### config.mk
export PLATFORM = sky130hd
export DESIGN_NAME = univ_shift_reg
export DESIGN_NICKNAME = d
export VERILOG_FILES = /design/src/rtl/shift_pkg.sv /design/src/rtl/shift_lane.sv /design/src/rtl/univ_shift_reg.sv
export SDC_FILE = /design/constraint.sdc
export NUM_CORES = 1
export LEC_CHECK = 0
export CORE_MARGIN = 5
export CORE_UTILIZATION = 28
export DETAILED_ROUTE_END_ITERATION = 12
export PLACE_DENSITY = 0.54
export REMOVE_ABC_BUFFERS = 1
export SETUP_SLACK_MARGIN = 0.1
export SYNTH_ARGS = -nofsm -noshare
export SYNTH_HDL_FRONTEND = slang
export SYNTH_SLANG_ARGS = --single-unit
### constraint.sdc
create_clock -name clk -period 2.2 [get_ports clk]
set_clock_uncertainty 0.05 [all_clocks]
set_input_delay 0.44 -clock clk [delete_from_list [all_inputs] [get_ports clk]]
set_output_delay 0.44 -clock clk [all_outputs]
set_load 0.02 [all_outputs]
### src/rtl/shift_pkg.sv
// Shared mode encoding for the universal shift register and its lanes.
package shift_pkg;

    localparam int MODE_W = 2;

    localparam logic [MODE_W-1:0] MODE_HOLD = 2'b00;
    localparam logic [MODE_W-1:0] MODE_SHR  = 2'b01;
    localparam logic [MODE_W-1:0] MODE_SHL  = 2'b10;
    localparam logic [MODE_W-1:0] MODE_LOAD = 2'b11;

endpackage

### src/rtl/shift_lane.sv
// One lane of the universal shift register: storage plus hold/shift/load selection.
module shift_lane
    import shift_pkg::*;
#(
    parameter int WIDTH = 8
) (
    input  logic              clk,
    input  logic              rst_n,
    input  logic              en,
    input  logic [MODE_W-1:0] mode,
    input  logic              ser_in_r,
    input  logic              ser_in_l,
    input  logic [WIDTH-1:0]  par_in,
    output logic [WIDTH-1:0]  q,
    output logic              end_r,
    output logic              end_l
);

    logic [WIDTH-1:0] q_nxt;

    always_comb begin
        q_nxt = q;
        case (mode)
            MODE_SHR:  q_nxt = {ser_in_r, q[WIDTH-1:1]};
            MODE_SHL:  q_nxt = {q[WIDTH-2:0], ser_in_l};
            MODE_LOAD: q_nxt = par_in;
            default:   q_nxt = q;
        endcase
    end

    always_ff @(posedge clk or negedge rst_n) begin
        if (!rst_n) begin
            q <= '0;
        end else if (en) begin
            q <= q_nxt;
        end
    end

    assign end_r = q[0];
    assign end_l = q[WIDTH-1];

endmodule

### src/rtl/univ_shift_reg.sv
// Multi-lane universal shift register with a shared word counter and optional
// registered serial outputs.
module univ_shift_reg
    import shift_pkg::*;
#(
    parameter int WIDTH   = 8,
    parameter int LANES   = 1,
    parameter int OUT_REG = 1
) (
    input  logic                       clk,
    input  logic                       rst_n,
    input  logic                       en,
    input  logic [MODE_W-1:0]          mode,
    input  logic [LANES-1:0]           ser_in_r,
    input  logic [LANES-1:0]           ser_in_l,
    input  logic [LANES*WIDTH-1:0]     par_in,
    output logic [LANES*WIDTH-1:0]     par_out,
    output logic [LANES-1:0]           ser_out_r,
    output logic [LANES-1:0]           ser_out_l,
    output logic [$clog2(WIDTH+1)-1:0] shift_cnt,
    output logic                       word_done
);

    localparam int CNT_W = $clog2(WIDTH + 1);

    logic [LANES-1:0] end_r;
    logic [LANES-1:0] end_l;
    logic             is_shift;

    for (genvar k = 0; k < LANES; k++) begin : g_lane
        shift_lane #(.WIDTH(WIDTH)) u_lane (
            .clk      (clk),
            .rst_n    (rst_n),
            .en       (en),
            .mode     (mode),
            .ser_in_r (ser_in_r[k]),
            .ser_in_l (ser_in_l[k]),
            .par_in   (par_in[k*WIDTH +: WIDTH]),
            .q        (par_out[k*WIDTH +: WIDTH]),
            .end_r    (end_r[k]),
            .end_l    (end_l[k])
        );
    end

    assign is_shift = (mode == MODE_SHR) || (mode == MODE_SHL);

    // Counter wraps on the word-completing shift so it never reads WIDTH.
    always_ff @(posedge clk or negedge rst_n) begin
        if (!rst_n) begin
            shift_cnt <= '0;
            word_done <= 1'b0;
        end else begin
            word_done <= 1'b0;
            if (en) begin
                if (mode == MODE_LOAD) begin
                    shift_cnt <= '0;
                end else if (is_shift) begin
                    if (shift_cnt == CNT_W'(WIDTH - 1)) begin
                        shift_cnt <= '0;
                        word_done <= 1'b1;
                    end else begin
                        shift_cnt <= shift_cnt + CNT_W'(1);
                    end
                end
            end
        end
    end

    if (OUT_REG != 0) begin : g_out_reg
        // Free-running: these follow the register ends even while en is low.
        always_ff @(posedge clk or negedge rst_n) begin
            if (!rst_n) begin
                ser_out_r <= '0;
                ser_out_l <= '0;
            end else begin
                ser_out_r <= end_r;
                ser_out_l <= end_l;
            end
        end
    end else begin : g_out_comb
        assign ser_out_r = end_r;
        assign ser_out_l = end_l;
    end

endmodule
* Word level (Yosys, flattened, before mapping)
Cells that the tools add are included.
** Word-level totals
- Register bits :: 15
- Input port bits :: 15
- Output and inout port bits :: 15
** Cells by class
- Add/subtract/negate cells :: 1
- Eq/ne operators :: 4
- Multiplexer cells :: 8
- Reduce and logical (&&, ||, !) cells :: 5
** Operator list (count)
- 8-bit case mux with 3 select lines :: 1
- 4-bit two-way mux :: 3
- 4-bit by 1-bit adder with 4-bit output, second input constant :: 1
- 2-bit == test, second input constant :: 2
- 4-bit by 3-bit == test with 1-bit output, second input constant :: 1
- 1-bit two-way mux :: 4
- 2-bit AND reduction :: 2
- 3-bit nonzero test :: 1
- 2-bit by 1-bit == test with 1-bit output, second input constant :: 1
- 2-bit nonzero test :: 1
- 1-bit logical OR :: 1

* Longest topological paths before layout
- Depth after elaboration :: 5
- Mapped depth :: 6
- Depth with buffers taken out :: 5

* By module
From an unflattened synthesis, not the netlist that was laid out.
** Unflattened totals
- Cell total of the unflattened synthesis :: 96
- Area, all modules :: 918.4 um2
** By module, submodules not included
- shift_lane :: instances 1, cells an instance 65, area each 579.3 um2, seq. area each 200.2 um2
- univ_shift_reg :: instances 1, cells an instance 31, area each 339.1 um2, seq. area each 175.2 um2

* Least setup slack after synthesis
No wires, ideal clock.
- Kind :: input -> register
- Start :: in mode[0]
- End :: reg shift_cnt[3]
- Library setup time :: 0.104 ns
- Arrival :: 1.269 ns
- Setup slack :: 0.778 ns
- Stages on the path :: 5
- Cells stage by stage :: inv_1 ha_1 nand2b_4 or2_4 o41ai_2
** Between the ends
- Cells in the longest elaborated chain, start to end :: 4
- Elaborated cells on any way between the ends :: 7
** RTL lines
- start: declaration :: line univ_shift_reg.sv:13 : input logic [MODE_W-1:0] mode,
- 2-bit by 1-bit == test with 1-bit output / 2-bit == test (equally long branches) :: line univ_shift_reg.sv:45 : assign is_shift = (mode == MODE_SHR) || (mode == MODE_SHL);
- 1-bit logical OR :: line univ_shift_reg.sv:45
- 2-bit nonzero test (no line)
- 2-bit AND reduction (no line)
- end signal: assignment :: line univ_shift_reg.sv:62 : shift_cnt <= shift_cnt + CNT_W'(1);
- end: declaration :: line univ_shift_reg.sv:20 : output logic [$clog2(WIDTH+1)-1:0] shift_cnt,
Parallel ways exist; a longest one is shown, timed or not.
A chain may end at the register's enable or synchronous reset.

* Final worst setup path
- Start :: reg shift_cnt[3]
- End :: out shift_cnt[3]
No word-level cell between the ends.

==> reports/qor.txt <==
Status - complete, no violations
Post-synth top area cell - dfrtp_1
Io pins - 30
Starting density of the core - 0.285
Wire per inst - 13.1 µm
Clock tree from TritonCTS - done
Hold Path Cell Cnt - 0
Post-synthesis mux area share - 0
Setup WS pre-CTS - 0.157 ns
Hold Slack - 0.383 ns
Vias per cell - 4.82
Crit-path cells - clkdlybuf4s50_1
Clock Sinks - 15
Fin area - 1100 µm²
Post-synthesis adder-cell area fraction - 0.0647
Sw Pwr - 0.326 mW
Post-Place Cell Area - 1070 µm²
Worst setup EP type - output port
MaxCap Viol Count - 0
Worst slew pin tran - 0.672 ns
Final core utilization - 0.407
Final Cycle Share - 0.851
Setup CP Type - reg2out
Max Buffers Root-to-Sink - 2
Bufs and invs on worst path - 1
Biggest cell delay along the critical path - 0.64 ns
Proportion of layout cells with a drive suffix above 1 - 0.0841
CP Data Arrival Time - 1.38 ns
Fin. max-slew vios - 0
Seq pwr share - 0.443
Post-synth top flop - dfrtp_1
Most frequent cells after synthesis - dfrtp_1, nand2_1, o21ai_1
Library cells used by synthesis - 20
# DRC - 0
Critical path's top delay family - buffers and inverters
Post-detailed-routing wire length - 1810 µm
Worst min path class - reg2reg
Root buffer cell - clkbuf_4
TritonRoute pass-1 iters - 4
Post-CTS Repair Setup Buffers - 0
Fillers - 290
Slew margin rel. - 0.551
Port buffer count - 29
Async set-or-reset flop fraction in the synthesized netlist - 1.00
Cells after Synth - 79
First-pass GRT wire length - 3280 µm
H-Tree Depth - 1
Top cells by area, synth - dfrtp_1, a22o_1, o21ai_1, ha_1, nand2_1
Post-cts gate resize count - 0
Max Freq - 534 MHz
DRT iter0 DRCs - 18
Number of synthesized register bits - 15
Part of the power in the clock network - 0.179
Placed Instances - 134
Simple-gate area share of the yosys netlist - 0.136
GRT overflow - 0
Worst Path Max Fanout - 5
Top-count cell post-synth - dfrtp_1
Via count - 665
Clk_lat worst skew - 0.28 ns
Syn avg cell area - 9.79 µm²
Setup crit start kind - flip-flop
Initial antenna violation count - 0
Critical path depth - 1
Setup-failing EPs final - 0
GRT Total Usage - 0.102
Hold-fix buffers, CTS - 0
Final net count - 127
Yosys warning count - 0
Power Dens Cells - 816 nW/µm²
Largest net degree at the start of global routing - 20
Switching Share - 0.363
Post-synth top area share - 0.485
Die ar. - 3910 µm²
Sequential area share after synthesis - 0.485
CTS buffer count - 3
Rows - 19
Final WS setup - 0.328 ns
Die H - 62.6 µm
Worst reg-to-reg path cell count - 4
Netlist Area Pre-Place - 773 µm²
Post-synth EDFFs - 0
XOR/XNOR share of the synthesized area - 0
Logic pwr share - 0.378
Post-DRT Antenna Nets - 0
Main combinational cell family by area after synthesis - compound AO/OA/AOI/OAI gates
Vias in the first global route - 691
VDD IR max - 0.335 mV
Core area - 2710 µm²
Die X - 62.6 µm
Setup TNS - 0 ns
ANT cells - 0
Clk slew on worst S/H paths - 0.09 ns
Area delta synth->final - 42.6%
Reg2Reg Setup Slack - 0.96 ns
DPL Wire Length - 1400 µm
Lkg Pwr - 0.474 nW
Overall power - 0.900 mW
Compound-gate portion of the synthesized area - 0.259
Post-route insts no fill - 138
RSZ-0062 raised after global routing - no
Placer Congestion - 0.746
Internal cell power - 0.574 mW
Min cycle time layout - 1.87 ns
CP max stage cell - clkdlybuf4s50_1
Fin. Hold Viols - 0
WP data required - 1.71 ns
## cells in the final DEF, fill, tap and decap left out, drive strengths merged
cell | synthesis | routed
or2 | 1 | 1
clkdlybuf4s50 | 0 | 29
clkbuf | 2 | 3
nor4 | 1 | 1
ha | 4 | 4
inv | 2 | 2
nand2b | 3 | 3
a31oi | 1 | 1
buf | 4 | 1
dfrtp | 15 | 15
nand2 | 12 | 12
nand3 | 1 | 1
o21ai | 12 | 12
clkinv | 0 | 1
o31ai | 1 | 1
a21oi | 8 | 8
a22o | 8 | 8
nor2 | 3 | 3
o41ai | 1 | 1
## flip-flops by register name, indices dropped and copies added, names as in the netlist
name             count
ser_out_l            1
shift_cnt            4
g_lane.u_lane.q      8
ser_out_r            1
word_done            1
## layer usage
metal	vias up	global-route usage	wire length, µm
met5	-	0	0
met4	0	0.0239	13
met3	2	0.0468	119
met2	21	0.148	797
met1	308	0.137	881
li1	334	-	-
## cell type report
type	instances	area (µm²)	share of cell area
sequential	15	375	0.341
multi-input combinational	56	355	0.322
timing repair buffer	30	298	0.270
tap	31	38.8	0.0352
clock buffer	3	22.5	0.0204
inverter	2	7.51	0.00681
clock inverter	1	5.00	0.00454
## power by group through the flow
stage | clock, mW | sequential [mW] | combinational (mW)
6_report | 0.162 | 0.399 | 0.340
4_1_cts | 0.172 | 0.399 | 0.346
5_1_grt | 0.180 | 0.409 | 0.370
3_5_place_dp | 0 | 0.404 | 0.344
2_1_floorplan | 0 | 0.460 | 0.105
3_3_place_gp | 0 | 0.405 | 0.343
## cells by family after synthesis
| kind of cell | count (synthesis) |
|---|---|
| AND/OR/NAND/NOR | 21 |
| AO/OA/AOI/OAI | 31 |
| adder cells (fa/ha/maj) | 4 |
| flip-flops | 15 |
| buffers and inverters | 8 |
## path summary, 6_finish.rpt
| check | startpoint | to |
|---|---|---|
| max | shift_cnt[3] | shift_cnt[3] |
| min | g_lane[0].u_lane.q[7] | ser_out_l |
| max reg2reg | shift_cnt[0] | shift_cnt[0] |
| min reg2reg | g_lane[0].u_lane.q[7] | ser_out_l |
| max in group asynchronous | rst_n | shift_cnt[1] |
| min in group asynchronous | rst_n | g_lane[0].u_lane.q[5] |
(Power assumes the default switching activity.)
